`src/rtl/usr_pkg.sv`:
```
// Shared definitions for the universal shift register: mode type and encodings.
package usr_pkg;

  typedef logic [2:0] mode_t;

  localparam mode_t MODE_HOLD = 3'b000;
  localparam mode_t MODE_LOAD = 3'b001;
  localparam mode_t MODE_SHL  = 3'b010;
  localparam mode_t MODE_SHR  = 3'b011;
  localparam mode_t MODE_ROL  = 3'b100;
  localparam mode_t MODE_ROR  = 3'b101;
  localparam mode_t MODE_INC  = 3'b110;
  localparam mode_t MODE_DEC  = 3'b111;

endpackage

```
`src/rtl/univ_shift_reg_if.sv`:
```
// Control/data bundle for univ_shift_reg. The master drives the operation,
// the slave (the register) returns contents and flags.
interface univ_shift_reg_if #(parameter int WIDTH = 8);
  import usr_pkg::*;

  logic             en;
  mode_t            mode;
  logic [WIDTH-1:0] d;
  logic             sin_l;
  logic             sin_r;
  logic [WIDTH-1:0] q;
  logic             sout;
  logic             carry;
  logic             zero;

  modport master (output en, mode, d, sin_l, sin_r,
                  input  q, sout, carry, zero);
  modport slave  (input  en, mode, d, sin_l, sin_r,
                  output q, sout, carry, zero);
endinterface

```
`src/rtl/usr_next_state.sv`:
```
// Combinational next-state function. Produces the next register value and,
// for the flags, a new value plus a strobe saying whether the flag updates.
module usr_next_state
  import usr_pkg::*;
#(
  parameter int WIDTH = 8
) (
  input  logic [WIDTH-1:0] i_q,
  input  mode_t            i_mode,
  input  logic [WIDTH-1:0] i_d,
  input  logic             i_sin_l,
  input  logic             i_sin_r,
  output logic [WIDTH-1:0] o_q,
  output logic             o_sout,
  output logic             o_carry,
  output logic             o_sout_upd,
  output logic             o_carry_upd
);

  // Mode decode; the extra MSB on INC/DEC captures carry-out / borrow-out.
  always_comb begin
    o_q         = i_q;
    o_sout      = 1'b0;
    o_carry     = 1'b0;
    o_sout_upd  = 1'b0;
    o_carry_upd = 1'b0;
    case (i_mode)
      MODE_LOAD: begin
        o_q         = i_d;
        o_carry_upd = 1'b1;
      end
      MODE_SHL: begin
        o_q        = {i_q[WIDTH-2:0], i_sin_l};
        o_sout     = i_q[WIDTH-1];
        o_sout_upd = 1'b1;
      end
      MODE_SHR: begin
        o_q        = {i_sin_r, i_q[WIDTH-1:1]};
        o_sout     = i_q[0];
        o_sout_upd = 1'b1;
      end
      MODE_ROL: begin
        o_q        = {i_q[WIDTH-2:0], i_q[WIDTH-1]};
        o_sout     = i_q[WIDTH-1];
        o_sout_upd = 1'b1;
      end
      MODE_ROR: begin
        o_q        = {i_q[0], i_q[WIDTH-1:1]};
        o_sout     = i_q[0];
        o_sout_upd = 1'b1;
      end
      MODE_INC: begin
        {o_carry, o_q} = {1'b0, i_q} + (WIDTH+1)'(1);
        o_carry_upd    = 1'b1;
      end
      MODE_DEC: begin
        {o_carry, o_q} = {1'b0, i_q} - (WIDTH+1)'(1);
        o_carry_upd    = 1'b1;
      end
      default: ;
    endcase
  end

endmodule

```
`src/rtl/univ_shift_reg.sv`:
```
// Universal shift register: hold/load/shift/rotate/inc/dec with serial-out,
// carry/borrow and zero flags. Owns the flops and the rst > en priority.
module univ_shift_reg
  import usr_pkg::*;
#(
  parameter int               WIDTH   = 8,
  parameter logic [WIDTH-1:0] RST_VAL = '0
) (
  input logic               clk,
  input logic               rst,
  univ_shift_reg_if.slave   bus
);

  logic [WIDTH-1:0] r_q;
  logic             r_sout;
  logic             r_carry;

  logic [WIDTH-1:0] w_q_nxt;
  logic             w_sout_nxt;
  logic             w_carry_nxt;
  logic             w_sout_upd;
  logic             w_carry_upd;

  usr_next_state #(.WIDTH(WIDTH)) u_ns (
    .i_q         (r_q),
    .i_mode      (bus.mode),
    .i_d         (bus.d),
    .i_sin_l     (bus.sin_l),
    .i_sin_r     (bus.sin_r),
    .o_q         (w_q_nxt),
    .o_sout      (w_sout_nxt),
    .o_carry     (w_carry_nxt),
    .o_sout_upd  (w_sout_upd),
    .o_carry_upd (w_carry_upd)
  );

  // State update: reset wins, then enable gates every register and flag.
  always_ff @(posedge clk) begin
    if (rst) begin
      r_q     <= RST_VAL;
      r_sout  <= 1'b0;
      r_carry <= 1'b0;
    end else if (bus.en) begin
      r_q <= w_q_nxt;
      if (w_sout_upd)  r_sout  <= w_sout_nxt;
      if (w_carry_upd) r_carry <= w_carry_nxt;
    end
  end

  assign bus.q     = r_q;
  assign bus.sout  = r_sout;
  assign bus.carry = r_carry;
  assign bus.zero  = ~|r_q;

endmodule

```
`src/flat_wrapper.sv`:
```
// flat-port wrapper written by rule: the top's interface ports become plain ports
module univ_shift_reg_flat import usr_pkg::*;
#(
  parameter int               WIDTH   = 8,
  parameter logic [WIDTH-1:0] RST_VAL = '0
)
  (clk, rst, bus_en, bus_mode, bus_d, bus_sin_l, bus_sin_r, bus_q, bus_sout, bus_carry, bus_zero);
  univ_shift_reg_if #(.WIDTH(WIDTH)) bus_i ();
  input logic clk;
  input logic rst;
  input wire logic [$bits(bus_i.en)-1:0] bus_en;
  input wire logic [$bits(bus_i.mode)-1:0] bus_mode;
  input wire logic [$bits(bus_i.d)-1:0] bus_d;
  input wire logic [$bits(bus_i.sin_l)-1:0] bus_sin_l;
  input wire logic [$bits(bus_i.sin_r)-1:0] bus_sin_r;
  output wire logic [$bits(bus_i.q)-1:0] bus_q;
  output wire logic [$bits(bus_i.sout)-1:0] bus_sout;
  output wire logic [$bits(bus_i.carry)-1:0] bus_carry;
  output wire logic [$bits(bus_i.zero)-1:0] bus_zero;
  assign bus_i.en = bus_en;
  assign bus_i.mode = bus_mode;
  assign bus_i.d = bus_d;
  assign bus_i.sin_l = bus_sin_l;
  assign bus_i.sin_r = bus_sin_r;
  assign bus_q = bus_i.q;
  assign bus_sout = bus_i.sout;
  assign bus_carry = bus_i.carry;
  assign bus_zero = bus_i.zero;
  univ_shift_reg #(.WIDTH(WIDTH), .RST_VAL(RST_VAL)) u_core (.clk(clk), .rst(rst), .bus(bus_i));
endmodule
```
`config.mk`:
```
export PLATFORM = sky130hd
export DESIGN_NAME = univ_shift_reg_flat
export DESIGN_NICKNAME = d
export VERILOG_FILES = /design/src/rtl/usr_pkg.sv /design/src/rtl/univ_shift_reg_if.sv /design/src/rtl/usr_next_state.sv /design/src/rtl/univ_shift_reg.sv /design/src/flat_wrapper.sv
export SDC_FILE = /design/constraint.sdc
export NUM_CORES = 1
export LEC_CHECK = 0
export ABC_CLOCK_PERIOD_IN_PS = 3600
export CORE_ASPECT_RATIO = 1.1
export CORE_UTILIZATION = 30
export CTS_CLUSTER_SIZE = 20
export DETAILED_ROUTE_END_ITERATION = 10
export DONT_BUFFER_PORTS = 1
export GPL_TIMING_DRIVEN = 0
export PLACE_DENSITY = 0.45
export SKIP_LAST_GASP = 1
export SYNTH_ARGS = -nofsm -noshare
export SYNTH_HDL_FRONTEND = slang
export SYNTH_SLANG_ARGS = --single-unit
```
`constraint.sdc`:
```
create_clock -name clk -period 3.6 [get_ports clk]
set_clock_uncertainty 0.15 [all_clocks]
set_input_delay 0.36 -clock clk [delete_from_list [all_inputs] [get_ports clk]]
set_output_delay 0.36 -clock clk [all_outputs]
set_load 0.05 [all_outputs]
```
After elaboration in Yosys (flattened, before gate mapping)
Index checks and enable logic that the tools add are counted.
Storage, ports and cells
  logic and storage cells: 27
  output and inout port bits: 11
  bits in registers: 10
  input port bits: 16
Cells by class
  mux-type cells: 5
  reduce and logical (&&, ||, !) cells: 10
  eq/ne operators: 7
  $add $sub $neg: 2
Operators by type and width (number)
  one-hot mux 8 bit (7 select lines): 1
  == test 3 bit (second input constant): 4
  adder 8 x 1 -> 9 bit (second input constant): 1
  subtractor 8 x 1 -> 9 bit (second input constant): 1
  OR reduction 8 bit: 1
  nonzero test 7 bit: 1
  == test 3 x 2 -> 1 bit (second input constant): 2
  AND reduction 2 bit: 3
  one-hot mux 1 bit (2 select lines): 2
  OR reduction 2 bit: 2
  OR reduction 4 bit: 1
  == test 3 x 1 -> 1 bit (second input constant): 1
  OR reduction 3 bit: 1
  two-way mux 1 bit: 2
  zero test 1 bit: 1

Logic depth before layout (Yosys ltp)
Gate-level depths: netlist of the first run.
  depth after elaboration: 4
  depth in mapped cells: 8
  depth with buffers taken out: 7

Modules after synthesis
Synthesis of the first run repeated with hierarchy kept, for this count alone.
Unflattened totals
  cells, all modules: 163
  area, all modules: 1191.1 um2
By module, submodules not included
  usr_next_state: seq. area each 0.0 um2, area an instance 810.8 um2, times used 1, cells each 126
  univ_shift_reg: seq. area each 200.2 um2, area an instance 380.4 um2, times used 1, cells each 37

Worst setup path before layout of the first run
Ideal clock, no wire load.
  path type: register to output
  start: register u_core.r_q[0] (netlist: u_core.bus.q[0])
  end: output bus_zero
  setup slack: 1.400 ns
  arrival time: 1.690 ns
  stages on the path, launching flop included: 6
  path buffers: 1
  cell sequence: dfxtp_1 buf_6 inv_1 ha_1 nand3b_1 nor2_1
Between the ends
  longest elaborated chain between the ends: 2
Ends and longest elaborated chain
  start: declaration: RTL line univ_shift_reg.sv:14  | logic [WIDTH-1:0] r_q;
  start signal: assignment: RTL line univ_shift_reg.sv:44  | r_q <= w_q_nxt;
  OR reduction 8 bit: RTL line univ_shift_reg.sv:53  | assign bus.zero = ~|r_q;
  zero test 1 bit: RTL line univ_shift_reg.sv:53
  end: declaration: RTL line flat_wrapper.sv:19  | output wire logic [$bits(bus_i.zero)-1:0] bus_zero;
No other way between the ends.

Worst setup path after layout of the first run
Same ends and word-level chain as after synthesis.

==> impl.org, run 1 <==
** CTS
- Number of H-tree levels :: 1
- Post-CTS timing repair inserted 0 buffers for setup.
- CTS placed an instance of sky130_fd_sc_hd__clkbuf_4 at the clock tree root.
- For the worst-skew pair, the clock arrives at the later sink with an insertion delay of 0.28 ns.
- The tree built by TritonCTS fans out to 10 sinks.
- CTS-repair resized insts :: 0
- TritonCTS built the clock tree.
- Hold buffers post-CTS :: 0
- Number of clock buffers inserted by TritonCTS :: 3
- CTS clock-pin slew for the worst setup and hold paths :: about 0.08 ns
- The clock passes through at most 2 buffers.

** Global route
- Grt ovf :: 0
- The first global-routing pass estimated 5.29 mm of wire.
- Maximum number of pins on one net before global-route repair :: 11
- GRT Util Overall :: around 19%
- Antenna violations before repair :: 0
- The via count of the first global-routing pass came to between 1k and 1.5k.

** STA
- Derived from the worst setup path, the maximum achievable clock frequency is approximately 380 MHz.
- Fin crit share :: between 70 and 80%
- Hold timing on the final database bottoms out at a slack of roughly 0.021 ns.
- Total Negative Setup Slacks :: 0 ns
- Counting I/O delays and the setup requirement, the final critical path takes between 2 and 3 ns.
- Pins Over Slew Limit :: 0
- The worst pin sits at a relative slew slack of between 40% and 50%.
- Setup repair after global routing missed its margin :: false
- Count of final hold-check violations :: 0
- Setup violations remaining at the end of the flow were counted as 0.
- For the pin with the worst max-slew slack, the measured transition is between 0.8 and 0.9 ns.

** Detailed routing
- Count of routing violations after the opening detailed-route iteration :: 50
- Detail Route met2 WL :: 1.52 mm
- Met3 Routed Length :: approximately 200 µm
- In this run the top signal layer used is met4.
- Once detail routing completed, the nets flagged for antenna violations numbered 0.
- Per-cell via count in the routed design :: roughly 5.7
- Routed via count :: about 1.1k
- Met1 WL :: ~1.5 mm
- In the routed design, unresolved DRC markers number 0.
- The first detailed-routing pass ran for 4 iterations.
- Wires add up to roughly 3.2 mm.
- Dividing the detail-routed wire length by the instance count gives 16.7 µm.

** Power
- Peak supply drop :: approximately 0.13 mV
- Overall power consumption after layout is estimated at 0.365 mW.
- Static Leak :: roughly 0.44 nW
- For this design the ratio of total power to cell area is 312 nW/µm².

** Job
- Max-cap violations in this run came to 0.

** Status
- Outcome :: finished clean

** Floorplan
- The die covers 3870 µm².
- The floorplan step defined a core boundary enclosing around 3400 µm².
- The floorplan has 22 rows.
- 27 I/O pins were placed.
- Width of the die :: 59.4 µm
- From bottom edge to top edge, the die measures about 65 µm.
- Once the floorplan was initialized, standard cells occupied between 30 and 40% of the core.

** Place
- Final Wtd Congestion :: around 0.79
- In this run the tool buffered the top-level ports with 0 buffer cells.
- The placed instances occupy a cell area of between 1000 and 1500 µm².
- Half-perimeter wire length after detailed placement :: between 2 and 2.5 mm

** Layout
- From synthesis to final layout, the design area changed by 7.59%.
- Diode count :: 0
- Cell area after layout :: approximately 1200 µm²
- After the last flow step, the layout net total stands at 168.
- Post-layout util :: 34.6%
- Fill cells in the final layout number ~380.
- In the final layout, the share of cells above drive strength 1 is 13.7%.

** Synthesis
- By area the synthesized netlist is led by sky130_fd_sc_hd__dfxtp_1 18%, sky130_fd_sc_hd__mux2i_1 5.5%, sky130_fd_sc_hd__nand2_1 5.5%.
- The synthesized design spends more area on one cell type than any other, namely sky130_fd_sc_hd__dfxtp_1.
- Number of distinct library cell variants in the gate-level netlist after synthesis :: 44
- Top FF cell, synth :: sky130_fd_sc_hd__dfxtp_1
- Dividing the synthesized area by the synthesized cell count gives 7.60 µm².
- Mapped Nets :: 163
- In the synthesized netlist the async set-or-reset flop fraction comes to 0%.
- In this run, synthesis inferred 0 flip-flops with an integrated enable.
- In this run the cell area of the synthesized design comes to roughly 1100 µm².
- By count the netlist is led by 16 x sky130_fd_sc_hd__nand2_1, 11 x sky130_fd_sc_hd__a21oi_1, 10 x sky130_fd_sc_hd__dfxtp_1, 9 x sky130_fd_sc_hd__o21ai_0.
- Synth top area share :: a little under a fifth
- Warning count from the yosys run :: 0
- Proportion of synthesized chip area in sequential cells :: between 10% and 20%
- Number of synthesized register bits :: 10
- The most common cell in the synthesized netlist is sky130_fd_sc_hd__nand2_1.
- Synthesis handed over a netlist of 143 instances.

** Setup path
- Arrival time reported for the critical path endpoint :: around 2.1 ns
- STA classifies the critical path endpoint as a primary output.
- The worst setup path is launched from a register.
- For the worst setup path, the data required time is around 3.1 ns.
- Along the worst path, the maximum fanout reaches 8.
- Critical path start-end classification :: register to primary output

** Min path
- Worst Hold Class :: primary input to register
## per-stage QoR
step / instances / setup WS, ns
after floorplan: 143 / 1.40
after detailed placement: 191 / 1.26
final: 194 / 0.964
after CTS: 194 / 0.944
after global routing: 194 / 0.863
after global placement: 191 / 1.27
## metal layers
layer / up-vias / track usage, %
li1: 537 / -
met1: 535 / 25.1
met2: 38 / 28.9
met3: 5 / 3.35
met4: 0 / 7.14
met5: - / 0
## logic make-up after synthesis
| kind of cell | after synthesis | synth area share (%) |
|---|---|---|
| AOI/OAI and AO/OA | 43 | 27.8 |
| and+or+nand+nor | 52 | 27.6 |
| xor gates and xnor gates | 6 | 4.83 |
| muxes | 8 | 7.60 |
| buffers and inverters | 20 | 9.09 |
| adders and majority gates | 4 | 4.60 |
| DFF | 10 | 18.4 |
## layout by cell type, fill, tap and decap left out, types with 2 or more instances in the layout
master,n
sky130_fd_sc_hd__nand2_1,16
sky130_fd_sc_hd__a21oi_1,11
sky130_fd_sc_hd__buf_6,2
sky130_fd_sc_hd__nand3b_1,4
sky130_fd_sc_hd__nand3_1,3
sky130_fd_sc_hd__a211oi_1,3
sky130_fd_sc_hd__mux2i_1,6
sky130_fd_sc_hd__dfxtp_1,10
sky130_fd_sc_hd__nand4b_1,2
sky130_fd_sc_hd__a221oi_1,2
sky130_fd_sc_hd__nand2b_1,3
sky130_fd_sc_hd__nor2_1,6
sky130_fd_sc_hd__nor2b_1,4
sky130_fd_sc_hd__o211ai_1,3
sky130_fd_sc_hd__mux2_2,2
sky130_fd_sc_hd__clkbuf_4,3
sky130_fd_sc_hd__o221ai_1,2
sky130_fd_sc_hd__or3_1,2
sky130_fd_sc_hd__o21ai_0,9
sky130_fd_sc_hd__inv_1,7
sky130_fd_sc_hd__ha_1,4
sky130_fd_sc_hd__xor2_1,3
sky130_fd_sc_hd__buf_2,7
sky130_fd_sc_hd__xnor2_1,3
sky130_fd_sc_hd__clkbuf_1,4
sky130_fd_sc_hd__nor3_1,5
sky130_fd_sc_hd__o22ai_1,2
## worst paths after layout
| path | from | endpoint | slack, ns | cells after the start |
|---|---|---|---|---|
| min | rst | u_core.bus.q[3] | 0.02 | 1 |
| max reg2reg | u_core.bus.q[0] | u_core.bus.carry | 1.36 | 8 |
| max | u_core.bus.q[0] | bus_zero | 0.96 | 5 |
| min reg2reg | u_core.bus.sout | u_core.bus.sout | 0.55 | 2 |
## critical path, stage by stage, from the launching register on
cell	delay (ns)
sky130_fd_sc_hd__dfxtp_1	0.50
sky130_fd_sc_hd__buf_6	0.23
sky130_fd_sc_hd__inv_1	0.07
sky130_fd_sc_hd__ha_1	0.23
sky130_fd_sc_hd__nand3b_1	0.12
sky130_fd_sc_hd__nor2_1	0.69
## registers in the layout (all words and copies together) (netlist names)
register and cells:
u_core.bus.sout 1, u_core.bus.q 8, u_core.bus.carry 1
## power by group
group	internal (mW)	switching, mW
clock	0.0388	0.0497
combinational	0.0523	0.0792
sequential	0.117	0.0287
## area by class of cell
type / count / area [µm²] / area share, %
Multi-Input combinational cell: 113 / 788 / 67.4
Tap cell: 48 / 60.1 / 5.13
Clock buffer: 3 / 22.5 / 1.93
Sequential cell: 10 / 200 / 17.1
Inverter: 7 / 26.3 / 2.25
Buffer: 13 / 72.6 / 6.20
No activity file was read; power rests on OpenSTA's default activity.
==> run 2: changes to the inputs <==
--- a/config.mk
+++ b/config.mk
@@ -5,14 +5,14 @@
 export SDC_FILE = /design/constraint.sdc
 export NUM_CORES = 1
 export LEC_CHECK = 0
-export ABC_CLOCK_PERIOD_IN_PS = 3600
+export ABC_CLOCK_PERIOD_IN_PS = 2300
 export CORE_ASPECT_RATIO = 1.1
 export CORE_UTILIZATION = 30
 export CTS_CLUSTER_SIZE = 20
 export DETAILED_ROUTE_END_ITERATION = 10
 export DONT_BUFFER_PORTS = 1
 export GPL_TIMING_DRIVEN = 0
-export PLACE_DENSITY = 0.45
+export PLACE_DENSITY = 0.46
 export SKIP_LAST_GASP = 1
 export SYNTH_ARGS = -nofsm -noshare
 export SYNTH_HDL_FRONTEND = slang
==> constraint.sdc (replaced) <==
create_clock -name clk -period 2.3 [get_ports clk]
set_clock_uncertainty 0.15 [all_clocks]
set_input_delay 0.23 -clock clk [delete_from_list [all_inputs] [get_ports clk]]
set_output_delay 0.23 -clock clk [all_outputs]
set_load 0.05 [all_outputs]
==> run 2 against run 1 <==
Effect of this change:
- sequential cell count unchanged
- critical path depth shrank 1
- via count up 2.2%
- first-iteration DRC count fell by 28%
- register-to-register slack lost 1.2 ns
- count of clock-buffer cells in the layout unchanged
- combinational power rose by 64%
- sequential share of layout area shrank 0.27 points
- non-clock buffer count grew 3
- core utilization increased by 1.2 points
- clock power grew 55%
==> impl.org, run 2 (synthesis results as in run 1) <==
** Global route
- The global-route wire length before repair came to 5.22 mm (-1.3%).
- Maximum number of pins on one net before global-route repair :: 11 (unchanged)
- The via count of the first global-routing pass came to 1084 (+5.4%).
- The number of antenna violations at the first check in global routing was 0 (unchanged).
- The total routing usage reported by global routing was 18.3% (-0.28 points).
- Grt ovf :: 0 (unchanged)

** CTS
- CTS Root Buffer Type :: sky130_fd_sc_hd__clkbuf_4
- Clock tree from TritonCTS :: yes
- Number of clock buffers inserted by TritonCTS :: 3 (unchanged)
- The total number of H-tree levels was 1 (unchanged).
- The buffer levels on the longest clock path came to 2 (unchanged).
- The clock latency at the later pin of the worst-skew pair came to 0.28 ns (about the same).
- Total number of clock tree sinks :: 10 (unchanged)
- CTS clock-pin slew for the worst setup and hold paths :: 0.08 ns (about the same)

** Layout
- The post-route core utilization came to 35.8% (+1.2 points).
- The filler-free cell count of the finished design is 197 (+1.5%).
- Synthesis-to-finish area growth :: 11.4%
- The number of nets in the layout is 171 (+1.8%).
- Commonest non-fill, non-tap cell in the layout :: sky130_fd_sc_hd__nand2_1
- Commonest non-fill, non-tap cells in the layout :: 16 x sky130_fd_sc_hd__nand2_1, 11 x sky130_fd_sc_hd__a21oi_1, 9 x sky130_fd_sc_hd__o21ai_0
- The fraction of final layout cells sized beyond drive strength 1 was 16.1% (+2.4 points).
- Max reg flops :: 8 (unchanged)
- The diode insertion count for antenna repair came to 0 (unchanged).
- Cell area after layout :: 1210 µm² (+3.5%)

** Place
- Cell total after placement :: 191 (unchanged)
- Final Wtd Congestion :: 0.784 (-0.57%)
- The area after detailed placement was 1150 µm² (unchanged).
- # port buffers :: 0 (unchanged)
- Half-perimeter wire length after detailed placement :: 2.41 mm (+0.16%)
- Worst slack, placed :: 0.0430 ns (-1.21 ns)

** Detailed routing
- The post-detailed-route wirelength per cell came to 16.6 µm (-0.55%).
- Total DRC errors in the routed layout :: 0 (unchanged)
- Per-cell via count in the routed design :: 5.78 (+0.60%)
- The overall routed net length was 3.27 mm (+0.99%).
- The initial detailed-routing violation count came to 36 (-28%).
- The overall via count from detail_route was 1139 (+2.2%).
- Length of the first detailed-routing pass in iterations :: 4 (unchanged)
- The count of nets left with antenna violations after detail routing was 0 (unchanged).

** Floorplan
- The overall die width was 59.4 µm (unchanged).
- Standard cell core area :: 3390 µm² (unchanged)
- The die outline height is 65.1 µm (unchanged).
- Cell Rows :: 22 (unchanged)
- I/O pin count :: 27 (unchanged)
- The die area came to 3870 µm² (unchanged).
- Starting density of the core :: 32.1% (unchanged)

** Setup path
- Launching element type of the critical path :: register
- Arrival time reported for the critical path endpoint :: 1.82 ns (-0.31 ns)
- Worst Path Required :: 1.92 ns (-1.17 ns)
- Worst setup EP type :: primary output
- The worst setup path is of the register to primary output kind.
- Max Fanout on Critical Path :: 10 (+2)

** STA
- Count of final hold-check violations :: 0 (unchanged)
- Counting I/O delays and the setup requirement, the final critical path takes between 2 and 2.5 ns.
- Derived from the worst setup path, the maximum achievable clock frequency is 455 MHz.
- Fin crit share :: between 90 and 100%
- The post-route worst hold slack was 0.000616 ns (-0.0200 ns).
- The actual slew at the worst max-slew pin is 0.780 ns (-0.100 ns).
- Relative max-transition margin :: 48.0% (+6.8 points)
- The final number of setup-violating endpoints was 0 (unchanged).
- Final critical-path setup slack :: 0.103 ns (-0.862 ns)
- Total Negative Setup Slacks :: 0 ns (unchanged)
- Setup repair after global routing left no endpoint under its margin.
- Pins Over Slew Limit :: 0 (unchanged)

** Power
- The largest vdd supply drop was 0.144 mV (+10%).
- The fraction of power spent switching nets came to 43.1% (-0.067 points).
- The relative contribution of the clock network to total power was 23.6% (-0.6 points).
- Areal power density over the cells :: 481 nW/µm² (+54%)
- The net switching power figure was 0.251 mW (+59%).
- Seq pwr share :: 39.2% (-0.6 points)
- The internal power component is 0.331 mW (+60%).
- The relative contribution of combinational cells to total power came to 37.2% (+1.2 points).
- Power Total :: 0.582 mW (+59%)
- The standby leakage power came to 0.453 nW (+3.5%).

** Min path
- Worst Hold Class :: primary input to register

** Status
- The run finished with clean final reports.

** Job
- The count of max-cap constraint violations is 0 (unchanged).
## run 2: worst paths after layout
| kind | startpoint | end | slack [ns] | cells past startpoint |
|---|---|---|---|---|
| worst max register to register | u_core.bus.q[3] | u_core.bus.carry | 0.16 | 6 |
| worst max-delay path | u_core.bus.q[4] | bus_zero | 0.10 | 4 |
| worst min-delay path | bus_d[1] | u_core.bus.q[1] | 0.0006 | 2 |
| worst min register to register | u_core.bus.q[1] | u_core.bus.q[1] | 0.50 | 2 |
## run 2: critical path: stages, from the launching register on
cell	delay, ns
sky130_fd_sc_hd__dfxtp_1	0.49
sky130_fd_sc_hd__buf_6	0.23
sky130_fd_sc_hd__nor4_4	0.30
sky130_fd_sc_hd__nand3b_1	0.20
sky130_fd_sc_hd__nor2_4	0.31
## run 2: layout make-up
cell class              instances  area (µm²)
fillers                       382        2170
multi-input cells             113         796
flip-flops and latches         10         204
plain buffers                  13        72.6
well taps                      48        60.1
repair buffers                  3        30.0
inverters                       7        26.3
clock buffers                   3        22.5
## run 2: layer usage
metal	part of all wire, %	wire length, µm	track usage [%]	up-vias
met2	47	1550	27.8	43
li1	-	-	-	538
met1	44	1450	24.4	548
met4	2.5	81	9.52	0
met3	5.9	192	3.15	10
met5	0	0	0	-
## run 2: timing repair
item,CTS,global route
endpoints found under the setup margin,1,4
hold endpoints to repair,3,0
hold buffers,3,0
pin swaps,0,0
gates cloned,0,0
resized for setup,2,3
setup buffers,0,0
## run 2: power groups by stage
stage | clock network [mW] | logic (mW) | registers, mW
6_report | 0.137 | 0.217 | 0.228
5_1_grt | 0.153 | 0.237 | 0.230
4_1_cts | 0.144 | 0.216 | 0.228
3_5_place_dp | 0 | 0.206 | 0.232
3_3_place_gp | 0 | 0.203 | 0.232
2_1_floorplan | 0 | 0.168 | 0.229
